<file path="config.mk">
export PLATFORM = sky130hd
export DESIGN_NAME = key_debounce_tx
export DESIGN_NICKNAME = d
export VERILOG_FILES = /design/src/rtl/key_debounce_tx.sv
export SDC_FILE = /design/constraint.sdc
export NUM_CORES = 1
export LEC_CHECK = 0
export ABC_AREA = 1
export BUFFER_PORTS_ARGS = -buffer_cell sky130_fd_sc_hd__buf_2
export CORE_MARGIN = 2
export CORE_UTILIZATION = 64
export DETAILED_ROUTE_END_ITERATION = 6
export PLACE_DENSITY = 0.81
export SYNTH_ARGS = -nofsm -noshare
export SYNTH_HDL_FRONTEND = slang
export SYNTH_SLANG_ARGS = --single-unit
</file>
<file path="constraint.sdc">
create_clock -name clk -period 2.3 [get_ports clk]
set_input_delay 0.23 -clock clk [delete_from_list [all_inputs] [get_ports clk]]
set_output_delay 0.23 -clock clk [all_outputs]
set_load 0.01 [all_outputs]
</file>
<file path="src/rtl/key_debounce_tx.sv">
// key_debounce_tx: per-key front end for raw active-low board buttons.
// Each key gets a two-flop synchronizer and a small FSM that debounces
// press and release. The FSM produces a clean active-low level, one-cycle
// press/release strobes and a long-press / auto-repeat hold strobe.
module key_debounce_tx #(
  parameter int NUM_KEYS        = 5,
  parameter int DEBOUNCE_CYCLES = 1000000,
  parameter int LONG_CYCLES     = 25000000,
  parameter int REPEAT_CYCLES   = 5000000,
  parameter int CNT_W           = 25
) (
  input  logic                clk,
  input  logic                rst,
  input  logic [NUM_KEYS-1:0] key_raw_n,
  output logic [NUM_KEYS-1:0] key_level_n,
  output logic [NUM_KEYS-1:0] key_press,
  output logic [NUM_KEYS-1:0] key_release,
  output logic [NUM_KEYS-1:0] key_hold,
  output logic                any_press
);

  typedef enum logic [1:0] {
    IDLE       = 2'd0,
    DB_PRESS   = 2'd1,
    PRESSED    = 2'd2,
    DB_RELEASE = 2'd3
  } key_state_t;

  // Terminal counts. Each counter runs 0..N-1, so the last value is N-1.
  localparam logic [CNT_W-1:0] DB_LAST   = CNT_W'(DEBOUNCE_CYCLES - 1);
  localparam logic [CNT_W-1:0] LONG_LAST = CNT_W'(LONG_CYCLES - 1);
  localparam logic [CNT_W-1:0] REP_LAST  = CNT_W'(REPEAT_CYCLES - 1);

  logic [NUM_KEYS-1:0] sync_q1;
  logic [NUM_KEYS-1:0] sync_q2;
  logic [NUM_KEYS-1:0] press_nx;

  // Two-flop synchronizer. It idles high so that reset looks like "released".
  // NOTE: clocked state uses non-blocking (<=) so every flop samples pre-edge values.
  always_ff @(posedge clk) begin
    if (rst) begin
      sync_q1 <= '1;
      sync_q2 <= '1;
    end else begin
      sync_q1 <= key_raw_n;
      sync_q2 <= sync_q1;
    end
  end

  // any_press is registered alongside key_press, from the same next-state bits.
  always_ff @(posedge clk) begin
    if (rst) any_press <= 1'b0;
    else     any_press <= |press_nx;
  end

  for (genvar g = 0; g < NUM_KEYS; g++) begin : g_key
    key_state_t       state_q, state_d;
    logic [CNT_W-1:0] dcnt_q, dcnt_d;
    logic [CNT_W-1:0] hcnt_q, hcnt_d;
    logic             rep_q, rep_d;      // 0: waiting for the long press, 1: repeating
    logic             level_q, level_d;
    logic             press_q, press_d;
    logic             release_q, release_d;
    logic             hold_q, hold_d;
    logic             s;
    logic [CNT_W-1:0] hold_last;

    assign s         = sync_q2[g];
    assign hold_last = rep_q ? REP_LAST : LONG_LAST;

    // State, counters and registered outputs for this key.
    always_ff @(posedge clk) begin
      if (rst) begin
        state_q   <= IDLE;
        dcnt_q    <= '0;
        hcnt_q    <= '0;
        rep_q     <= 1'b0;
        level_q   <= 1'b1;
        press_q   <= 1'b0;
        release_q <= 1'b0;
        hold_q    <= 1'b0;
      end else begin
        state_q   <= state_d;
        dcnt_q    <= dcnt_d;
        hcnt_q    <= hcnt_d;
        rep_q     <= rep_d;
        level_q   <= level_d;
        press_q   <= press_d;
        release_q <= release_d;
        hold_q    <= hold_d;
      end
    end

    // Next-state logic: debounce both edges and pace the hold strobes.
    // NOTE: every always_comb output gets a default first so that no path infers a latch.
    always_comb begin
      state_d   = state_q;
      dcnt_d    = dcnt_q;
      hcnt_d    = hcnt_q;
      rep_d     = rep_q;
      level_d   = level_q;
      press_d   = 1'b0;
      release_d = 1'b0;
      hold_d    = 1'b0;
      case (state_q)
        IDLE: begin
          if (!s) begin
            state_d = DB_PRESS;
            dcnt_d  = '0;
          end
        end
        DB_PRESS: begin
          if (s) begin
            state_d = IDLE;                 // bounce: drop back silently
          end else if (dcnt_q == DB_LAST) begin
            state_d = PRESSED;
            level_d = 1'b0;
            press_d = 1'b1;
            hcnt_d  = '0;
            rep_d   = 1'b0;
          end else begin
            dcnt_d = dcnt_q + 1'b1;
          end
        end
        PRESSED: begin
          if (s) begin
            state_d = DB_RELEASE;           // hcnt frozen while release is debounced
            dcnt_d  = '0;
          end else if (hcnt_q >= hold_last) begin
            // Restarting from 0 keeps hcnt bounded, so it can never wrap.
            hold_d = 1'b1;
            hcnt_d = '0;
            rep_d  = 1'b1;
          end else begin
            hcnt_d = hcnt_q + 1'b1;
          end
        end
        DB_RELEASE: begin
          if (!s) begin
            state_d = PRESSED;              // glitch: resume hold timing as is
          end else if (dcnt_q == DB_LAST) begin
            state_d   = IDLE;
            level_d   = 1'b1;
            release_d = 1'b1;
          end else begin
            dcnt_d = dcnt_q + 1'b1;
          end
        end
        default: state_d = IDLE;
      endcase
    end

    assign key_level_n[g] = level_q;
    assign key_press[g]   = press_q;
    assign key_release[g] = release_q;
    assign key_hold[g]    = hold_q;
    assign press_nx[g]    = press_d;
  end

endmodule

</file>
## Word-level counts from Yosys, hierarchy flattened

Cells that the tools add are included.

| word-level totals | value |
|---|---|
| bits of input ports | 7 |
| register bits after elaboration | 296 |
| logic and storage cells | 349 |

| operators by class | value |
|---|---|
| bitwise gates (word level) | 15 |
| mux-type cells | 155 |
| reductions and logical operators | 51 |
| magnitude comparators | 5 |
| $add $sub $neg | 10 |
| equality and inequality tests | 70 |

Operators by type and width:

| operator | number |
|---|---|
| 25-bit 2-to-1 mux | 50 |
| 25-bit one-hot mux with 4 select lines | 5 |
| 25-bit by 1-bit adder with 25-bit output, second input constant | 10 |
| 25-bit one-hot mux with 2 select lines | 5 |
| 25-bit by 20-bit == test with 1-bit output, second input constant | 5 |
| 25-bit greater-or-equal comparator | 5 |
| 2-bit inequality test, second input constant | 40 |
| 2-bit 2-to-1 mux | 30 |
| 4-bit AND reduction | 15 |
| 1-bit 2-to-1 mux | 50 |
| 5-bit AND reduction | 10 |
| 2-bit one-hot mux with 4 select lines | 5 |
| 3-bit inequality test, second input constant | 10 |
| 3-bit OR reduction | 10 |
| 2-bit == test, second input constant | 10 |
| 1-bit one-hot mux with 2 select lines | 10 |
| 2-bit nonzero test | 10 |
| 1-bit NOT | 15 |
| 2-bit by 1-bit == test with 1-bit output, second input constant | 5 |
| 2-bit zero test | 5 |
| 5-bit OR reduction | 1 |

## Logic depth before layout (Yosys ltp)

Gate-level depths: netlist of the first run.

| depth | value |
|---|---|
| depth in word-level cells | 5 |
| depth in mapped cells | 16 |
| mapped depth without buffers | 15 |

## Worst setup path after synthesis of the first run

Ideal clock, no wire load.

| path | value |
|---|---|
| kind | register to register |
| start | reg g_key[2].dcnt_q[0] |
| end | reg g_key[2].hcnt_q[8] |
| buffers on the path | 2 |
| setup slack | 386 ps |
| clock period less this slack | 1,914 ps |
| cell stages (with the launch flop) | 13 |
| arrival | 1,799 ps |
| required time | 2,185 ps |
| cells stage by stage | dfxtp_1 > ha_1 > nand2_1 > nor2_4 > nand2_2 > nor2_4 > nand4_2 > nand2_1 > buf_4 > nand2_1 > nand2_1 > buf_4 > nor2_1 |

| on the way | value |
|---|---|
| cells in the longest elaborated chain, start to end | 3 |

RTL lines:

| item | RTL line | RTL |
|---|---|---|
| start, declared | 58 | `logic [CNT_W-1:0] dcnt_q, dcnt_d;` |
| start signal, assigned | 84 | `dcnt_q <= dcnt_d;` |
| 25-bit by 20-bit == test with 1-bit output | 115 | `end else if (dcnt_q == DB_LAST) begin` |
| 2-bit inequality test (no line) | - |  |
| 4-bit AND reduction (no line) | - |  |
| end signal, assigned | 85 | `hcnt_q <= hcnt_d;` |
| end, declared | 59 | `logic [CNT_W-1:0] hcnt_q, hcnt_d;` |

Every way passes these cells.
A chain may end at the register's enable or synchronous reset.

## Worst setup path after layout of the first run

| path | value |
|---|---|
| start | reg g_key[0].dcnt_q[0] |
| end | reg g_key[0].hcnt_q[18] |

| on the way | value |
|---|---|
| cells in the longest elaborated chain, start to end | 3 |

RTL lines:

| item | RTL line |
|---|---|
| start, declared | 58 |
| start signal, assigned | 84 |
| 25-bit by 20-bit == test with 1-bit output | 115 |
| 2-bit inequality test (no line) | - |
| 4-bit AND reduction (no line) | - |
| end signal, assigned | 85 |
| end, declared | 59 |

Every way passes these cells.

==> flow_metrics.tcl, run 1 <==
set metrics [dict create \
    worstPathMaxFanout 11 \
    grtUsageTotal_pct 30.5 \
    ys_seq_area_share_pct 31.6 \
    critical_path_arrival_ns 2.50 \
    multi_input_area_um2 11000 \
    layout_common_cells "820 x nand2_1, 517 x nor2_1, 354 x inv_1, 290 x dfxtp_1, 242 x nand3_1" \
    critPathRequiredTime_ns 2.70 \
    netlist_instances 3049 \
    setup_viol 0 \
    grt_antenna_before_repair 0 \
    synth_edf_count 0 \
    regArea_um2 5930 \
    fin_area_um2 20600 \
    cp_top_family "simple AND/OR/NAND/NOR gates" \
    synth_fp_nets 3106 \
    grt_overflow 0 \
    synth_cell_types 45 \
    stdcell_count 3489 \
    grt_pass1_wl_mm 80.3 \
    die_area_um2 30700 \
    insertion_delay_ns 0.52 \
    skew_ns 0.0111 \
    met1_length_mm 20.6 \
    worst_pin_slew_ns 0.715 \
    clockRootBuffer "clkbuf_16" \
    grt_pass1_vias 18000 \
    dieWidth_um 175 \
    nFillCells 2467 \
    placedCellCount 3410 \
    tns_ns 0 \
    synthFlopType "dfxtp_1" \
    routed-via-count 19600 \
    antenna_cells 0 \
    fin_crit_sh_pct 91.1 \
    start_util_pct 65.2 \
    path_buf_inv 3 \
    power_density_nw_per_um2 537 \
    cpPeakStageDelay_ns 0.36 \
    syn2layout_area_growth_pct 10.0 \
    wl_met3_mm 3.07 \
    worstHoldPathType "input port to flop" \
    gp_congestion 0.996 \
    syn-mean-instance-area_um2 6.15 \
    ir_drop_mv 0.756 \
    ant_nets 0 \
    drive_gt1_share_pct 6.86 \
    yosysWarningCount 0 \
    final_common_cell "nand2_1" \
    fmax_mhz 477 \
    pin_count 28 \
    cts-htree-levels 2 \
    synth_area_leaders "dfxtp_1 32%, nand2_1 16%, nor2_1 10%, inv_1 7.1%, nand3_1 6.5%" \
    ys_ff_latch 296 \
    cts_sinks 296 \
    num-nets-final 3136 \
    p_leak_nw 8.20 \
    die_h_um 175 \
    slew_viol_final 0 \
    routed.top_layer "met4" \
    coreArea_um2 28800 \
    drtIter0Drc 1617 \
    status "complete, no violations" \
    clk_path_buf_depth 3 \
    drv_cap 0 \
    cts_tree "built" \
    slowest_stage "dfxtp_2" \
    start_kind "flop" \
    syn_area_um2 18800 \
    via_per_inst 5.61 \
    critPathKind "flop to flop" \
    dpl.hpwl_mm 34.3 \
    slew_headroom_pct 52.0 \
    hold_viol_final 0 \
    cpMostUsedCell "nand2_1" \
    wire_per_inst_um 13.7 \
    grt_max_degree 139 \
    worstPathCellList "ha_1, nand3_1, inv_2, nand2_1, nor2_2, nand3_1, nand2_2, buf_4, nand2_1, nand2_1, buf_4, nor2_1" \
    async_reset_ff_share_pct 0 \
    routed_wirelength_mm 47.7 \
    min_period_ns 2.10 \
    path_clk_slew_ns 0.06 \
    numCtsBuffers 35 \
    drc_errors 0 \
    io_buffers 27 \
    drtPass1Iterations 6 \
    end_kind "flop" \
    report.power.total_mw 11.1 \
    num_rows 62 \
    yosysTopAreaCell "dfxtp_1" \
    place_area_um2 19200 \
    synth_top_area_share_pct 31.6 \
    met2_length_mm 22.7 \
]
## kinds of logic (layout without fill, tap and decap cells)
kind of cell	Yosys count	count (layout)	share of synthesized area (%)
DFF	296	296	31.6
xor gates and xnor gates	78	78	3.64
AOI/OAI and AO/OA	282	282	8.09
and+or+nand+nor	1881	1882	43.0
adders and majority gates	50	50	3.34
buffers and inverters	462	517	10.3
## registers in the layout (all words and copies together) (netlist names), named ones only
register,flops
g_key.dcnt_q,125
g_key.hcnt_q,125
g_key.hold_q,5
g_key.level_q,5
g_key.press_q,5
g_key.release_q,5
g_key.rep_q,5
g_key.state_q,5
sync_q1,5
sync_q2,5
any_press,1
## final timing paths
path	from	end	slack, ns	cells past startpoint
setup / recovery	g_key[0].dcnt_q[0]$_SDFFE_PP0P_	g_key[0].hcnt_q[18]$_SDFFE_PP0P_	0.20	12
hold / removal	rst	g_key[0].level_q$_SDFFE_PP1P_	0.11	3
setup reg to reg	g_key[0].dcnt_q[0]$_SDFFE_PP0P_	g_key[0].hcnt_q[18]$_SDFFE_PP0P_	0.20	12
hold reg to reg	sync_q1[3]$_SDFF_PP1_	sync_q2[3]$_SDFF_PP1_	0.41	1
## layer usage
| metal | track usage (%) | vias to the layer above |
|---|---|---|
| li1 | - | 9869 |
| met1 | 38.4 | 8853 |
| met2 | 52.9 | 718 |
| met3 | 3.76 | 127 |
| met4 | 12.0 | 0 |
| met5 | 0 | - |
## layout make-up
cell class                 instances  share of cell area (%)
inverter                         366                    6.71
clock buffer                      47                    4.91
tap                              384                    2.33
clock inverter                    16                   0.831
timing repair buffer              88                    3.29
multi-input combinational       2292                    53.2
sequential                       296                    28.7
## through the flow
step | worst slack, ns | utilization (%) | hold WS [ns]
after global routing | -0.000445 | 71.7 | 0.114
after global placement | 0.115 | 66.7 | 0.391
after floorplan | 0.386 | - | 0.317
final | 0.205 | 71.7 | 0.112
after detailed placement | 0.0721 | 66.7 | 0.396
after CTS | 0.0584 | 71.0 | 0.0926
## cells in the mapped netlist (2+ instances only)
cell type / count
nor3_1: 105
o21a_1: 2
dfxtp_1: 296
nand2_4: 4
a211oi_1: 6
nand3_2: 3
or2_2: 16
buf_2: 24
xor2_1: 55
a31oi_1: 3
nand2_2: 7
nand4_1: 125
a21o_1: 14
nor4_1: 11
and3_1: 2
o21ai_0: 72
o21ai_1: 2
nand3b_1: 4
nand3_1: 242
inv_1: 356
buf_6: 7
nand2_1: 824
clkinv_1: 2
o21bai_1: 13
ha_1: 50
nor2_1: 519
a21oi_1: 164
buf_4: 32
xnor2_1: 23
inv_2: 8
clkbuf_1: 29
buf_1: 4
nor2_4: 4
nor2_2: 5
nor3b_1: 3
o22ai_1: 3
nor3_2: 2
## where the power goes
| part | switching (mW) | leakage [nW] | internal, mW |
|---|---|---|---|
| Combinational | 0.216 | 5.24 | 0.0833 |
| Clock | 2.18 | 0.572 | 3.44 |
| Sequential | 0.0180 | 2.39 | 5.15 |
## worst min-delay path: stages
cell and delay (ns):
buf_4 0.10, inv_2 0.13, nand3_1 0.12
## repair_timing
action                     in CTS  in global routing
hold endpoints to repair        5                  0
buffers inserted                0                 10
hold buffers                    5                  0
setup endpoints to repair       0                125
gates resized for setup         0                 28
Note: power is estimated with default switching activity, not from simulation.
==> inputs of run 2 (changes only) <==
--- a/config.mk
+++ b/config.mk
@@ -10,6 +10,8 @@
 export CORE_MARGIN = 2
 export CORE_UTILIZATION = 64
 export DETAILED_ROUTE_END_ITERATION = 6
+export GPL_ROUTABILITY_DRIVEN = 0
+export MAX_ROUTING_LAYER = met4
 export PLACE_DENSITY = 0.81
 export SYNTH_ARGS = -nofsm -noshare
 export SYNTH_HDL_FRONTEND = slang
==> run 2 against run 1 <==
Against the previous run: the flow now finishes with violations (DRC); first-iteration DRC count rose by 9.8%; register-to-register slack worse by 0.07 ns; design area hardly changed; total power increased by 2.0%; hold slack worse by 0.0059 ns; critical path depth decreased by 2; global-route usage rose by 1.6 points; count of clock-buffer cells in the layout up 3; die area did not move; routed wire length rose by 0.97%; worst setup slack got worse by 0.073 ns; largest power group unchanged.
==> flow_metrics.tcl, run 2 (synthesis gave the netlist of run 1 again) <==
set metrics [dict create \
    stdcell_count 3483 \
    syn2layout_area_growth_pct 9.93 \
    power_density_nw_per_um2 548 \
    routed_wirelength_mm 48.2 \
    reg_top3 "g_key.dcnt_q: 125 flops, g_key.hcnt_q: 125 flops" \
    dpl.hpwl_mm 34.8 \
    clockRootBuffer "clkbuf_16" \
    fmax_mhz 461 \
    routed-via-count 19700 \
    comb_power_share_pct 2.7 \
    status "complete, but fails checks" \
    fin_crit_sh_pct 94.3 \
    critPathKind "flop to flop" \
    swShare_pct 21.2 \
    layout_common_cells "820 x nand2_1, 519 x nor2_1, 354 x inv_1, 292 x dfxtp_1, 242 x nand3_1" \
    worstHoldPathCells 3 \
    io_buffers 27 \
    drtPass1Iterations 7 \
    worst_r2r_endpoint "g_key[4].dcnt_q[6]$_SDFFE_PP0P_" \
    ir_drop_mv 0.533 \
    cts-htree-levels 2 \
    num_rows 62 \
    worstHoldPathType "input port to flop" \
    worst_pin_slew_ns 0.797 \
    drc_errors 1 \
    critPathRequiredTime_ns 2.74 \
    num-nets-final 3133 \
    clk_path_buf_depth 3 \
    r2r_start "g_key[4].dcnt_q[0]$_SDFFE_PP0P_" \
    slew_viol_final 0 \
    drv_cap 0 \
    dieWidth_um 175 \
    placedCellCount 3411 \
    setup_viol 0 \
    hold_start "rst" \
    drive_gt1_share_pct 6.45 \
    hold_viol_final 0 \
    insertion_delay_ns 0.51 \
    antenna_cells 0 \
    ff2ff_path_depth 10 \
    slowest_stage "a21oi_2" \
    place_area_um2 19200 \
    violations "DRC" \
    min_period_ns 2.17 \
    power_switching_mw 2.39 \
    rrSetupSlack_ns 0.13 \
    grt_overflow 0 \
    grt_pass1_vias 18700 \
    cts_sinks 296 \
    numCtsBuffers 36 \
    intPower_mw 8.92 \
    p_leak_nw 8.20 \
    cpMostUsedCell "nand2_1" \
    fin_area_um2 20600 \
    start_kind "flop" \
    skew_ns 0.0141 \
    coreArea_um2 28800 \
    ant_nets 0 \
    report.power.total_mw 11.3 \
    cpPeakStageDelay_ns 0.62 \
    holdWs_ns 0.106 \
    die_area_um2 30700 \
    slew_headroom_pct 46.9 \
    tns_ns 0 \
    grt_antenna_before_repair 0 \
    wire_per_inst_um 13.8 \
    hold_end "g_key[0].level_q$_SDFFE_PP1P_" \
    worstPathMaxFanout 18 \
    seq_power_share_pct 45.7 \
    start_util_pct 65.2 \
    setup_ws_ns 0.132 \
    cts_tree "built" \
    drtIter0Drc 1775 \
    grtUsageTotal_pct 32.1 \
    end_kind "flop" \
    dp_slack_ns 0.0642 \
    final_common_cell "nand2_1" \
    path_clk_slew_ns 0.06 \
    pwr-share-clk_pct 51.7 \
    die_h_um 175 \
    worstPathCellList "ha_2, nand2_1, nor2_2, nand2_2, nor2_4, a21oi_2, nand2_1, o21ai_0, nand2_1, nor2_1" \
    via_per_inst 5.66 \
    grt_max_degree 139 \
    rsz0062_at_grt "true" \
    grt_pass1_wl_mm 82.4 \
    critical_path_arrival_ns 2.61 \
    fin_util_pct 71.6 \
    pin_count 28 \
]
[run 2: changes by cell type in the layout (fill, tap and decap cells not counted), moves of 2 or more]
cell | previous run | this run
bufinv_16 | 3 | 5
clkinv_2 | 7 | 4
clkbuf_1 | 5 | 7
buf_4 | 50 | 45
dfxtp_1 | 290 | 292
nor2_2 | 6 | 4
dfxtp_2 | 6 | 4
nor2_1 | 517 | 519
clkinvlp_4 | 7 | 4
[run 2: what timing repair did]
action / in CTS / in global routing
endpoints found under the setup margin: 0 / 98
buffers inserted: 0 / 5
endpoints found under the hold margin: 5 / 0
hold buffers: 5 / 0
resized for setup: 0 / 21
[run 2: area by class of cell]
cell class	count	area, um2
multi-input combinational	2292	11000
clock inverter	11	185
inverter	366	1380
sequential	296	5930
tap	384	480
clock buffer	50	1030
fill	2503	8160
timing repair buffer	84	652
[run 2: how the worst max path moves through the flow]
| stage | startpoint | slack, ns | to | depth (start not counted) |
|---|---|---|---|---|
| finish | g_key[4].dcnt_q[0]$_SDFFE_PP0P_ | 0.13 | g_key[4].dcnt_q[6]$_SDFFE_PP0P_ | 10 |
| global route | g_key[4].dcnt_q[0]$_SDFFE_PP0P_ | -0.11 | g_key[4].dcnt_q[6]$_SDFFE_PP0P_ | 10 |
| CTS | g_key[4].dcnt_q[0]$_SDFFE_PP0P_ | 0.04 | g_key[4].hcnt_q[2]$_SDFFE_PP0P_ | 10 |
| detailed placement | g_key[4].dcnt_q[0]$_SDFFE_PP0P_ | 0.06 | g_key[4].hcnt_q[2]$_SDFFE_PP0P_ | 10 |
| global placement | g_key[4].dcnt_q[0]$_SDFFE_PP0P_ | 0.10 | g_key[4].dcnt_q[6]$_SDFFE_PP0P_ | 10 |
| floorplan | g_key[2].dcnt_q[0]$_SDFFE_PP0P_ | 0.39 | g_key[2].hcnt_q[8]$_SDFFE_PP0P_ | 12 |
[run 2: worst max-delay path, delay by kind of cell, from the launching register on]
kind	cells	cell delay, ns
flops	1	0.35
compound gates	2	0.83
fa+ha+maj	1	0.22
simple gates	7	0.71
[run 2: power groups by stage]
stage          clock, mW  combinational, mW  sequential (mW)
6_report            5.84              0.301             5.17
5_1_grt             6.14              0.332             5.17
4_1_cts             5.93              0.290             5.17
3_5_place_dp           0              0.282             5.28
3_3_place_gp           0              0.274             5.28
2_1_floorplan          0              0.202             5.27
[run 2: metal layers]
layer  wire [um]  GRT usage (%)  part of all wire, %  up-vias
met3        2990           3.94                  6.2      168
met1       20700           38.8                   43     8971
li1            -              -                    -     9850
met4        1580           12.4                  3.3        0
met5           0              -                    0        -
met2       22900           54.5                   48      720
